**config.mk**
```make
export PLATFORM = sky130hd
export DESIGN_NAME = xor_decryptor
export DESIGN_NICKNAME = d
export VERILOG_FILES = /design/src/rtl/decrypt_pkg.sv /design/src/rtl/keystream_gen.sv /design/src/rtl/xor_decryptor.sv
export SDC_FILE = /design/constraint.sdc
export NUM_CORES = 1
export LEC_CHECK = 0
export ABC_AREA = 1
export CAP_MARGIN = 0
export CORE_AREA = 2 2 91 93
export DETAILED_ROUTE_END_ITERATION = 8
export DIE_AREA = 0 0 93 95
export PLACE_DENSITY = 0.65
export SLEW_MARGIN = 20
export SYNTH_ARGS = -nofsm -noshare
export SYNTH_HDL_FRONTEND = slang
export SYNTH_SLANG_ARGS = --single-unit
export TNS_END_PERCENT = 10
```
**constraint.sdc**
```tcl
create_clock -name clk -period 4.05 [get_ports clk]
set_input_delay 1.0125 -clock clk [delete_from_list [all_inputs] [get_ports clk]]
set_output_delay 1.0125 -clock clk [all_outputs]
set_load 0.01 [all_outputs]
```
**src/rtl/decrypt_pkg.sv**
```systemverilog
// Shared constants, FSM state type and rotate helper for the XOR decryptor.
package decrypt_pkg;

   localparam int DATA_W_DFLT = 16;

   typedef enum logic [0:0] {NO_KEY = 1'b0, RUN = 1'b1} state_t;

   // Width-generic left rotate on the low `width` bits; bits above width are zero.
   function automatic logic [63:0] rotl(input logic [63:0] value, input int amount, input int width);
      logic [63:0] r;
      int          src;
      r = '0;
      for (int i = 0; i < 64; i++) begin
         if (i < width) begin
            src  = (i + width - (amount % width)) % width;
            r[i] = value[6'(src)];
         end
      end
      return r;
   endfunction

endpackage

```
**src/rtl/keystream_gen.sv**
```systemverilog
// Rolling keystream: holds the base key and the current rotated key.
module keystream_gen
   import decrypt_pkg::*;
#(
   parameter int DATA_W = DATA_W_DFLT,
   parameter int ROT    = 1
) (
   input  logic              clk,
   input  logic              rst,
   input  logic              load,
   input  logic              advance,
   input  logic              restart,
   input  logic [DATA_W-1:0] key,
   output logic [DATA_W-1:0] cur_key
);

   logic [DATA_W-1:0] base_reg;
   logic [DATA_W-1:0] cur_reg;
   logic [63:0]       rot_full;
   logic [DATA_W-1:0] rot_next;
   logic              unused_rot;

   assign rot_full   = rotl(64'(cur_reg), ROT, DATA_W);
   assign rot_next   = rot_full[DATA_W-1:0];
   assign unused_rot = ^rot_full;
   assign cur_key    = cur_reg;

   always_ff @(posedge clk) begin
      if (rst) begin
         base_reg <= '0;
         cur_reg  <= '0;
      end else if (load) begin
         base_reg <= key;
         cur_reg  <= key;
      end else if (restart) begin
         cur_reg <= base_reg;
      end else if (advance) begin
         cur_reg <= rot_next;
      end
   end

endmodule

```
**src/rtl/xor_decryptor.sv**
```systemverilog
// XOR stream decryptor with valid/ready on both sides and one registered output stage.
// Optional per-message plaintext checksum is enabled by defining DECRYPT_CHECKSUM_EN.
module xor_decryptor
   import decrypt_pkg::*;
#(
   parameter int DATA_W = DATA_W_DFLT,
   parameter int ROT    = 1
) (
   input  logic              clk,
   input  logic              rst,
   input  logic [DATA_W-1:0] key_in,
   input  logic              key_load,
   output logic              key_loaded,
   input  logic [DATA_W-1:0] ct_data,
   input  logic              ct_last,
   input  logic              ct_valid,
   output logic              ct_ready,
   output logic [DATA_W-1:0] pt_data,
   output logic              pt_last,
   output logic              pt_valid,
   input  logic              pt_ready,
   output logic [15:0]       word_cnt
`ifdef DECRYPT_CHECKSUM_EN
   ,
   input  logic [DATA_W-1:0] chk_expected,
   output logic              chk_ok,
   output logic              chk_valid
`endif
);

   state_t            state_reg;
   logic [DATA_W-1:0] pt_data_reg;
   logic              pt_last_reg;
   logic              pt_valid_reg;
   logic [15:0]       cnt_reg;
   logic [DATA_W-1:0] cur_key;
   logic              accept;

   assign key_loaded = (state_reg == RUN);
   // key_load always wins over a ciphertext handshake in the same cycle.
   assign ct_ready   = key_loaded & ~key_load & (~pt_valid_reg | pt_ready);
   assign accept     = ct_valid & ct_ready;

   assign pt_data  = pt_data_reg;
   assign pt_last  = pt_last_reg;
   assign pt_valid = pt_valid_reg;
   assign word_cnt = cnt_reg;

   keystream_gen #(
      .DATA_W (DATA_W),
      .ROT    (ROT)
   ) u_keystream (
      .clk     (clk),
      .rst     (rst),
      .load    (key_load),
      .advance (accept & ~ct_last),
      .restart (accept & ct_last),
      .key     (key_in),
      .cur_key (cur_key)
   );

   always_ff @(posedge clk) begin
      if (rst) begin
         state_reg    <= NO_KEY;
         pt_data_reg  <= '0;
         pt_last_reg  <= 1'b0;
         pt_valid_reg <= 1'b0;
         cnt_reg      <= '0;
      end else begin
         if (key_load) begin
            state_reg <= RUN;
            cnt_reg   <= '0;
         end else if (accept) begin
            cnt_reg <= ct_last ? 16'd0 : cnt_reg + 16'd1;
         end
         if (accept) begin
            pt_data_reg  <= ct_data ^ cur_key;
            pt_last_reg  <= ct_last;
            pt_valid_reg <= 1'b1;
         end else if (pt_ready) begin
            pt_valid_reg <= 1'b0;
         end
      end
   end

`ifdef DECRYPT_CHECKSUM_EN
   logic [DATA_W-1:0] acc_reg;
   logic              chk_ok_reg;
   logic              chk_valid_reg;
   logic              pt_fire;

   assign pt_fire   = pt_valid_reg & pt_ready;
   assign chk_ok    = chk_ok_reg;
   assign chk_valid = chk_valid_reg;

   always_ff @(posedge clk) begin
      if (rst) begin
         acc_reg       <= '0;
         chk_ok_reg    <= 1'b0;
         chk_valid_reg <= 1'b0;
      end else begin
         chk_valid_reg <= 1'b0;
         if (pt_fire && pt_last_reg) begin
            chk_valid_reg <= 1'b1;
            chk_ok_reg    <= ((acc_reg ^ pt_data_reg) == chk_expected);
            acc_reg       <= '0;
         end else if (pt_fire) begin
            acc_reg <= acc_reg ^ pt_data_reg;
         end
         if (key_load) begin
            acc_reg <= '0;
         end
      end
   end
`endif

endmodule

```
==> flow_summary.json <==
{
  "crit_path_max_fanout": 2,
  "fin_crit_sh_pct": 79.6,
  "drt-initial-drc-count": 156,
  "area.growth.synth_to_final_pct": 31.6,
  "hp-class": "register to register",
  "worst_pin_slew_ps": 931,
  "setup_viol": 0,
  "max_clock_freq_mhz": 310,
  "synth_edf_count": 0,
  "wl_per_cell_um": 12.4,
  "area.sequential_um2": 1340,
  "die_x_um": 93,
  "antennaDiodeCount": 0,
  "path_class": "primary input to output pin",
  "post-cts-setup-buffers": 0,
  "synth_area_leaders": "dfxtp_1, nand2_1, a21oi_1",
  "grt.total_usage_pct": 17.9,
  "setup_slack_ps": 825,
  "cts_root_buf": "clkbuf_8",
  "num_vias": 2863,
  "vias_per_cell": 4.78,
  "irDropWorstVdd_v": 0.000178,
  "place_worst_setup_slack_ps": 765,
  "nFillCells": 792,
  "cts_tree": "yes",
  "status": "finished clean",
  "fin_skew_ps": 6.43,
  "drc": 0,
  "clk_pin_slew_worst_paths_ps": 70,
  "dp_hpwl_mm": 5.16,
  "layout-drive-gt1-share_pct": 5.87,
  "syn_avg_cell_area_um2": 7.27,
  "place.gp.congestion": 0.807,
  "routed_wirelength_mm": 7.40,
  "cts_buffers": 9,
  "hold_slack_ps": 462,
  "initial_core_util_pct": 38.5,
  "maxCapViolCount": 0,
  "num_io_pins": 74,
  "yosysSeqAreaShare_pct": 43.9,
  "synth.net_count": 459,
  "io_buffers": 73,
  "htreeDepth": 3,
  "antenna_left": 0,
  "grt_pass1_wl_mm": 12.5,
  "synth_ff_type": "dfxtp_1",
  "yosysTopAreaCell": "dfxtp_1",
  "power.total_mw": 1.44,
  "cts.repair.resized": 0,
  "ys_warn_count": 0,
  "end_kind": "output pin",
  "hold_viol_final": 0,
  "fin_nets": 528,
  "relSlewSlack_pct": 37.9,
  "startpoint_type": "primary input",
  "drv_slew": 0,
  "clock-sinks": 67,
  "hold_buffers": 0,
  "rows": 33,
  "min_period_ps": 3220,
  "ys_types": 33,
  "reg2reg_setup_slack_ps": 2060,
  "first_pass_iters": 5,
  "synth_top_area_share_pct": 43.9,
  "clock_path_buffers": 2,
  "synthesis.area_um2": 3050,
  "p_leak_nw": 1.53,
  "clk-insertion-delay-late_ps": 340,
  "gr-total-overflow": 0,
  "syn_inst": 420,
  "crit_arrival_ps": 2210,
  "die_area_um2": 8840,
  "ys_seq_elements": 67,
  "async_flop_share_pct": 0,
  "grt_pass1_vias": 2723,
  "grt_max_degree": 53,
  "coreArea_um2": 7930,
  "fin_setup_tns_ps": 0,
  "rsz0062_at_grt": "false",
  "multi_input_area_um2": 1410,
  "die_h_um": 95,
  "final_core_util_pct": 50.7,
  "antenna_found_initial": 0,
  "power_density_nw_per_um2": 359,
  "required_ps": 3040
}
[through the flow]
stage / instances / cell area [um2]
after floorplan: 420 / 3050
after global placement: 583 / 3820
after detailed placement: 583 / 3820
after CTS: 599 / 4020
after global routing: 599 / 4020
final: 599 / 4020
[layout make-up]
cell class              instances  share of cell area [%]
inverters                      51                    4.76
clock inverters                 2                    1.49
well taps                     105                    3.27
repair buffers                 75                    18.4
multi-input cells             285                    35.1
flip-flops and latches         67                    33.4
clock buffers                  14                    3.55
[report_power, final]
part / switching [mW] / leakage, nW / internal (mW)
logic: 0.0764 / 0.886 / 0.0739
clock network: 0.246 / 0.0989 / 0.349
registers: 0.0146 / 0.547 / 0.684
total: 0.337 / 1.53 / 1.11
[path summary, 6_finish.rpt]
path,startpoint,endpoint,cells past startpoint
min,u_keystream.base_reg[4]$_SDFFE_PP0P_,u_keystream.base_reg[4]$_SDFFE_PP0P_,2
min reg2reg,u_keystream.base_reg[4]$_SDFFE_PP0P_,u_keystream.base_reg[4]$_SDFFE_PP0P_,2
max reg2reg,key_loaded$_SDFFE_PP0P_,u_keystream.cur_key[14]$_SDFFE_PP0P_,9
max,key_load,ct_ready,5
[synth_stat cells (2+ instances only)]
master	n
buf_4	2
nand3_1	5
nor3_2	2
o21ai_0	23
nor3_1	3
nor2_8	2
inv_1	48
o22ai_1	7
nand2_1	111
nor2_2	2
o21ai_1	7
a21oi_1	39
buf_2	3
dfxtp_1	67
clkinv_1	2
nand4_1	5
xor2_1	16
nor2_1	49
clkbuf_1	9
nor2_4	5
[logic make-up after synthesis]
group,Yosys count,synth area share (%)
buffers and inverters,68,9.87
AOI/OAI and AO/OA,80,13.7
xor gates and xnor gates,16,4.59
adders and majority gates,1,0.410
DFF,67,43.9
and+or+nand+nor,188,27.5
[cell usage in the layout, fill, tap and decap left out]
cell type / Yosys / routed
nor3_1: 3 / 3
nand3_1: 5 / 5
nor3_2: 2 / 2
ha_1: 1 / 1
nand2_2: 1 / 1
a21boi_0: 1 / 1
inv_2: 1 / 1
bufinv_16: 0 / 2
o21ai_1: 7 / 7
o21bai_1: 1 / 1
clkinv_1: 2 / 2
clkbuf_8: 0 / 9
dfxtp_1: 67 / 67
nand2_1: 111 / 111
nand4_1: 5 / 5
a31oi_1: 1 / 1
o22ai_1: 7 / 7
nor2_8: 2 / 2
inv_1: 48 / 48
nor2_1: 49 / 49
o21ai_0: 23 / 23
clkdlybuf4s50_1: 0 / 72
nand3_4: 1 / 1
nand3_2: 1 / 1
buf_4: 2 / 2
nor2_4: 5 / 5
clkbuf_1: 9 / 5
a211oi_1: 1 / 1
a21oi_1: 39 / 39
and3_1: 1 / 1
buf_2: 3 / 1
xor2_1: 16 / 16
nor2_2: 2 / 2
[worst max-delay path, stage by stage]
cell and delay (ps):
clkdlybuf4s50_1 410, inv_1 90, nand2_1 50, nor2_1 100
clkdlybuf4s50_1 540
[layer usage]
metal	vias to the layer above	routed length, um	GRT usage, %
li1	1461	-	-
met1	1306	3260	21.4
met2	85	3620	30.7
met3	11	398	5.11
met4	0	124	6.50
met5	-	0	0
Note: power is estimated with default switching activity, not from simulation.
